File: config.mk
export PLATFORM = sky130hd
export DESIGN_NAME = key_edge_detector
export DESIGN_NICKNAME = d
export VERILOG_FILES = /design/src/rtl/synth_input_pkg.sv /design/src/rtl/debounce_channel.sv /design/src/rtl/key_edge_detector.sv
export SDC_FILE = /design/constraint.sdc
export NUM_CORES = 1
export LEC_CHECK = 0
export ABC_AREA = 1
export CAP_MARGIN = 20
export CORE_MARGIN = 5
export CORE_UTILIZATION = 53
export CTS_CLUSTER_DIAMETER = 50
export DETAILED_ROUTE_END_ITERATION = 16
export HOLD_SLACK_MARGIN = 0.15
export PLACE_DENSITY_LB_ADDON = 0.08
export SETUP_SLACK_MARGIN = 0.3
export SYNTH_ARGS = -nofsm -noshare
export SYNTH_HDL_FRONTEND = slang
export SYNTH_HIERARCHICAL = 1
export SYNTH_SLANG_ARGS = --single-unit
File: constraint.sdc
create_clock -name clk -period 1.6 [get_ports clk]
set_clock_uncertainty 0.2 [all_clocks]
set_input_delay 0.16 -clock clk [delete_from_list [all_inputs] [get_ports clk]]
set_output_delay 0.16 -clock clk [all_outputs]
set_load 0.05 [all_outputs]
File: src/rtl/synth_input_pkg.sv
// Shared definitions for the input-conditioning blocks: edge-mode encodings
// and the helper that decides whether a level change is reported.
package synth_input_pkg;

    typedef enum logic [1:0] {
        EDGE_RISE = 2'd0,
        EDGE_FALL = 2'd1,
        EDGE_BOTH = 2'd2
    } edge_mode_e;

    function automatic logic edge_qualifies(input logic [1:0] mode, input logic new_level);
        logic q;
        q = 1'b0;
        case (mode)
            EDGE_RISE: q = new_level;
            EDGE_FALL: q = ~new_level;
            EDGE_BOTH: q = 1'b1;
            default:   q = 1'b0;
        endcase
        return q;
    endfunction

endpackage

File: src/rtl/debounce_channel.sv
// Purpose: one channel of synchronize -> debounce -> edge pulse -> sticky pending/overrun.
// Latency: SYNC_STAGES + DEBOUNCE_CYCLES edges from input change to level/pulse.
// Backpressure: none; events arriving while pending is set raise overrun.
module debounce_channel
    import synth_input_pkg::*;
#(
    parameter int SYNC_STAGES     = 2,
    parameter int DEBOUNCE_CYCLES = 16,
    parameter int EDGE_MODE       = 0
) (
    input  logic clk,
    input  logic rst_n,
    input  logic sig_in,
    input  logic ack,
    output logic level_out,
    output logic pulse_out,
    output logic pending,
    output logic overrun
);

    localparam int CNT_W = $clog2(DEBOUNCE_CYCLES + 1);
    localparam logic [1:0] MODE = 2'(EDGE_MODE);

    logic [SYNC_STAGES-1:0] sync_q;
    logic [CNT_W-1:0]       cnt_q;
    logic                   stable_q;
    logic                   pulse_q;
    logic                   pending_q;
    logic                   overrun_q;
    logic                   synced;
    logic                   differ;
    logic                   accept;

    assign synced = sync_q[SYNC_STAGES-1];
    assign differ = (synced != stable_q);
    assign accept = differ && ((int'(cnt_q) + 1) == DEBOUNCE_CYCLES);

    always_ff @(posedge clk or negedge rst_n) begin
        if (!rst_n) begin
            sync_q <= '0;
        end else begin
            sync_q <= {sync_q[SYNC_STAGES-2:0], sig_in};
        end
    end

    // Any edge where synced matches stable restarts the count, so glitches vanish.
    always_ff @(posedge clk or negedge rst_n) begin
        if (!rst_n) begin
            cnt_q    <= '0;
            stable_q <= 1'b0;
            pulse_q  <= 1'b0;
        end else begin
            pulse_q <= 1'b0;
            if (!differ) begin
                cnt_q <= '0;
            end else if (accept) begin
                cnt_q    <= '0;
                stable_q <= synced;
                pulse_q  <= edge_qualifies(MODE, synced);
            end else begin
                cnt_q <= cnt_q + 1'b1;
            end
        end
    end

    // A pulse coinciding with ack re-arms pending and forgives the old overrun.
    always_ff @(posedge clk or negedge rst_n) begin
        if (!rst_n) begin
            pending_q <= 1'b0;
            overrun_q <= 1'b0;
        end else if (pulse_q) begin
            pending_q <= 1'b1;
            if (ack) begin
                overrun_q <= 1'b0;
            end else if (pending_q) begin
                overrun_q <= 1'b1;
            end
        end else if (ack && pending_q) begin
            pending_q <= 1'b0;
            overrun_q <= 1'b0;
        end
    end

    assign level_out = stable_q;
    assign pulse_out = pulse_q;
    assign pending   = pending_q;
    assign overrun   = overrun_q;

endmodule

File: src/rtl/key_edge_detector.sv
// Purpose: NUM_CH independent debounced key channels with edge pulses and sticky events.
// Latency: SYNC_STAGES + DEBOUNCE_CYCLES edges; any_pending is combinational.
// Backpressure: none; unacknowledged repeat events set the per-channel overrun flag.
module key_edge_detector
    import synth_input_pkg::*;
#(
    parameter int NUM_CH          = 8,
    parameter int SYNC_STAGES     = 2,
    parameter int DEBOUNCE_CYCLES = 16,
    parameter int EDGE_MODE       = 0
) (
    input  logic              clk,
    input  logic              rst_n,
    input  logic [NUM_CH-1:0] sig_in,
    output logic [NUM_CH-1:0] level_out,
    output logic [NUM_CH-1:0] pulse_out,
    output logic [NUM_CH-1:0] pending,
    output logic [NUM_CH-1:0] overrun,
    input  logic [NUM_CH-1:0] ack,
    output logic              any_pending
);

    genvar i;
    generate
        for (i = 0; i < NUM_CH; i++) begin : g_ch
            debounce_channel #(
                .SYNC_STAGES    (SYNC_STAGES),
                .DEBOUNCE_CYCLES(DEBOUNCE_CYCLES),
                .EDGE_MODE      (EDGE_MODE)
            ) u_ch (
                .clk      (clk),
                .rst_n    (rst_n),
                .sig_in   (sig_in[i]),
                .ack      (ack[i]),
                .level_out(level_out[i]),
                .pulse_out(pulse_out[i]),
                .pending  (pending[i]),
                .overrun  (overrun[i])
            );
        end
    endgenerate

    assign any_pending = |pending;

endmodule

==> flow_summary.toml <==
[drt]
via_per_inst = 5.07
firstDrtPassIters = 4
ant_nets = 0
num_vias = 3582
wl_per_cell_um = 15.0
wl_um = 10600
drc = 0
drt_iter0_markers = 167

[global_route]
grtUsageMet3 = 0.0474
met1_usage = 0.243
grt_usage = 0.214
use_met2 = 0.394
grt_max_degree = 27
antenna_found_initial = 0
top_usage_layer = "met2"
gr-total-overflow = 0
grt_pass1_wl_um = 15100
grt_pass1_vias = 3457

[sta]
fmax_mhz = 636
setup_viol = 0
worstMarginPinSlew_ns = 0.374
setup_slack_ns = 0.0276
grt_setup_unrepaired = "true"
drv_slew = 0
finalCriticalPeriod_ns = 1.57
slew_headroom = 0.750
period_share = 0.983
finalHoldViolCount = 0

[synth]
netlist_instances = 463
synth.most_common_cell = "nand2_1"
ys_warn_count = 6
avgSynthCellArea_um2 = 8.40
ys_types = 12
syn_area_um2 = 3890
synth_top_area_share = 0.566
ys_seq_elements = 88
ys_top_cells_by_count = "nand2_1 (125), inv_1 (96), dfrtp_1 (88)"
ys_seq_area_frac = 0.566
synth.area.top_cells = "dfrtp_1 (57%), nand2_1 (12%), inv_1 (9.3%)"
ys_async_sr_fraction = 1.00
yosysTopAreaCell = "dfrtp_1"
synth_nets = 489
synth_edf_count = 0
synth_flop_cell = "dfrtp_1"

[power]
combPwrFrac = 0.123
p_leak_nw = 2.95
clock_power_share = 0.364
p_int_mw = 3.52
p_sw_mw = 1.18
ir_worst_vdd_uv = 688
switching_share = 0.252
seq_power_share = 0.513
p_per_area_nw_per_um2 = 751

[clock_network]
cts_tree = "built"
cts.sinks = 88
holdBufCountCts = 10
ctsLongestPathBuffers = 2
clock_latency_ns = 0.36
cts_root_buf = "clkbuf_8"
numCtsBuffers = 9
cts_max_level = 3
clkSlewWorstSetupHoldPaths_ns = 0.09

[floorplanning]
die_height_um = 95.7
core.rowCount = 31
initial_core_util = 0.539
die_w_um = 95.7
core_area_um2 = 7210
dieArea_um2 = 9150
num_io_pins = 51

[status]
status = "finished, final reports clean"

[placement]
place_ws_ns = 0.0595
gp_congestion = 0.869
hpwl_um = 5620
placedCellCount = 617
portBuffers = 50

[finish]
utilization = 0.868
final_cells = 706
drive_gt1_frac = 0.432
fill_cells = 365
area_delta_synth_final_pct = 61.0
n_antenna_cell = 0
fin_nets = 628

[min_path]
hold_class = "input pin to asynchronous set/reset pin"

[flow_run]
max-cap-violations = 0

[critical_path]
crit_required_ns = 1.24
end_kind = "output pin"
start_kind = "flip-flop"
critical_path_class = "flip-flop to output pin"
arrival_ns = 1.21
worst-path-max-fanout = 2
==> state kept, by name, indices dropped and copies added, names as in the netlist <==
signal,count
g_ch.u_ch/cnt_q,40
g_ch.u_ch/sync_q,16
g_ch.u_ch/level_out,8
g_ch.u_ch/overrun,8
g_ch.u_ch/pending,8
g_ch.u_ch/pulse_out,8
==> critical path: stages (launching register included) <==
cell	delay [ns]
dfrtp_2	0.43
inv_2	0.06
nand2_2	0.05
nor2_1	0.10
nand2_1	0.07
buf_6	0.15
==> final cells by class <==
cell class                      instances  area, um^2  area share
Inverter                               96         360      0.0575
Multi-Input combinational cell        279        1800       0.288
Tap cell                               99         124      0.0198
Sequential cell                        88        2230       0.356
Clock buffer                           12         145      0.0232
Clock inverter                          4        77.6      0.0124
Timing Repair Buffer                  128        1520       0.243
==> final timing paths <==
path                                   startpoint                      to  cells past startpoint  slack (ns)
max                          g_ch[0].u_ch/pending             any_pending                      5        0.03
min in group clk           g_ch[5].u_ch/sync_q[0]  g_ch[5].u_ch/sync_q[1]                      0        0.15
max in group asynchronous                   rst_n    g_ch[1].u_ch/pending                      3        0.60
max reg2reg                 g_ch[5].u_ch/cnt_q[0]   g_ch[5].u_ch/cnt_q[4]                      8        0.06
min reg2reg                g_ch[5].u_ch/sync_q[0]  g_ch[5].u_ch/sync_q[1]                      0        0.15
min                                         rst_n   g_ch[5].u_ch/cnt_q[2]                      2        0.06
==> layout by cell type (no fill, tap or decap), drive strengths merged <==
cell type	Yosys	routed
nand2	125	125
dfrtp	88	88
nor2	50	50
buf	0	102
nand4	16	16
inv	96	96
o21ai	8	8
ha	8	8
dlygate4sd3	0	10
bufinv	0	2
nor3	16	16
clkbuf	0	12
a21oi	24	24
clkdlybuf4s50	0	16
nand3	32	32
clkinv	0	2
==> per-stage QoR <==
step | power, mW | instance area, um^2 | TNS (ns) | hold WS, ns
after floorplan | 2.60 | 3930 | 0 | -0.336
after global placement | 2.82 | 4930 | 0 | -0.0996
after detailed placement | 2.84 | 4930 | 0 | -0.102
after CTS | 4.63 | 5780 | 0 | 0.0598
after global routing | 4.91 | 6260 | -0.0830 | 0.0749
final | 4.70 | 6260 | 0 | 0.0560
==> power by group through the flow <==
stage / registers, mW / clock network (mW) / logic (mW)
finish: 2.41 / 1.71 / 0.579
global route: 2.42 / 1.85 / 0.635
CTS: 2.39 / 1.74 / 0.503
detailed placement: 2.44 / 0 / 0.394
global placement: 2.44 / 0 / 0.382
floorplan: 2.47 / 0 / 0.129
==> routing by layer <==
layer	vias up	wire length, um
li1	1709	-
met5	-	0
met2	83	5960
met1	1770	4090
met3	20	355
met4	0	177
==> repair_timing <==
| item | 4_1_cts | 5_1_grt |
|---|---|---|
| resized for setup | 46 | 104 |
| setup buffers | 46 | 17 |
| endpoints found under the hold margin | 97 | 22 |
| pin swaps | 25 | 67 |
| setup endpoints to repair | 62 | 71 |
==> kinds of logic after synthesis <==
group | count (synthesis) | synth area share
and+or+nand+nor | 239 | 0.267
adders and majority gates | 8 | 0.0257
DFF | 88 | 0.566
buffers and inverters | 96 | 0.0926
AOI/OAI and AO/OA | 32 | 0.0489
Note: power is estimated with default switching activity, not from simulation.
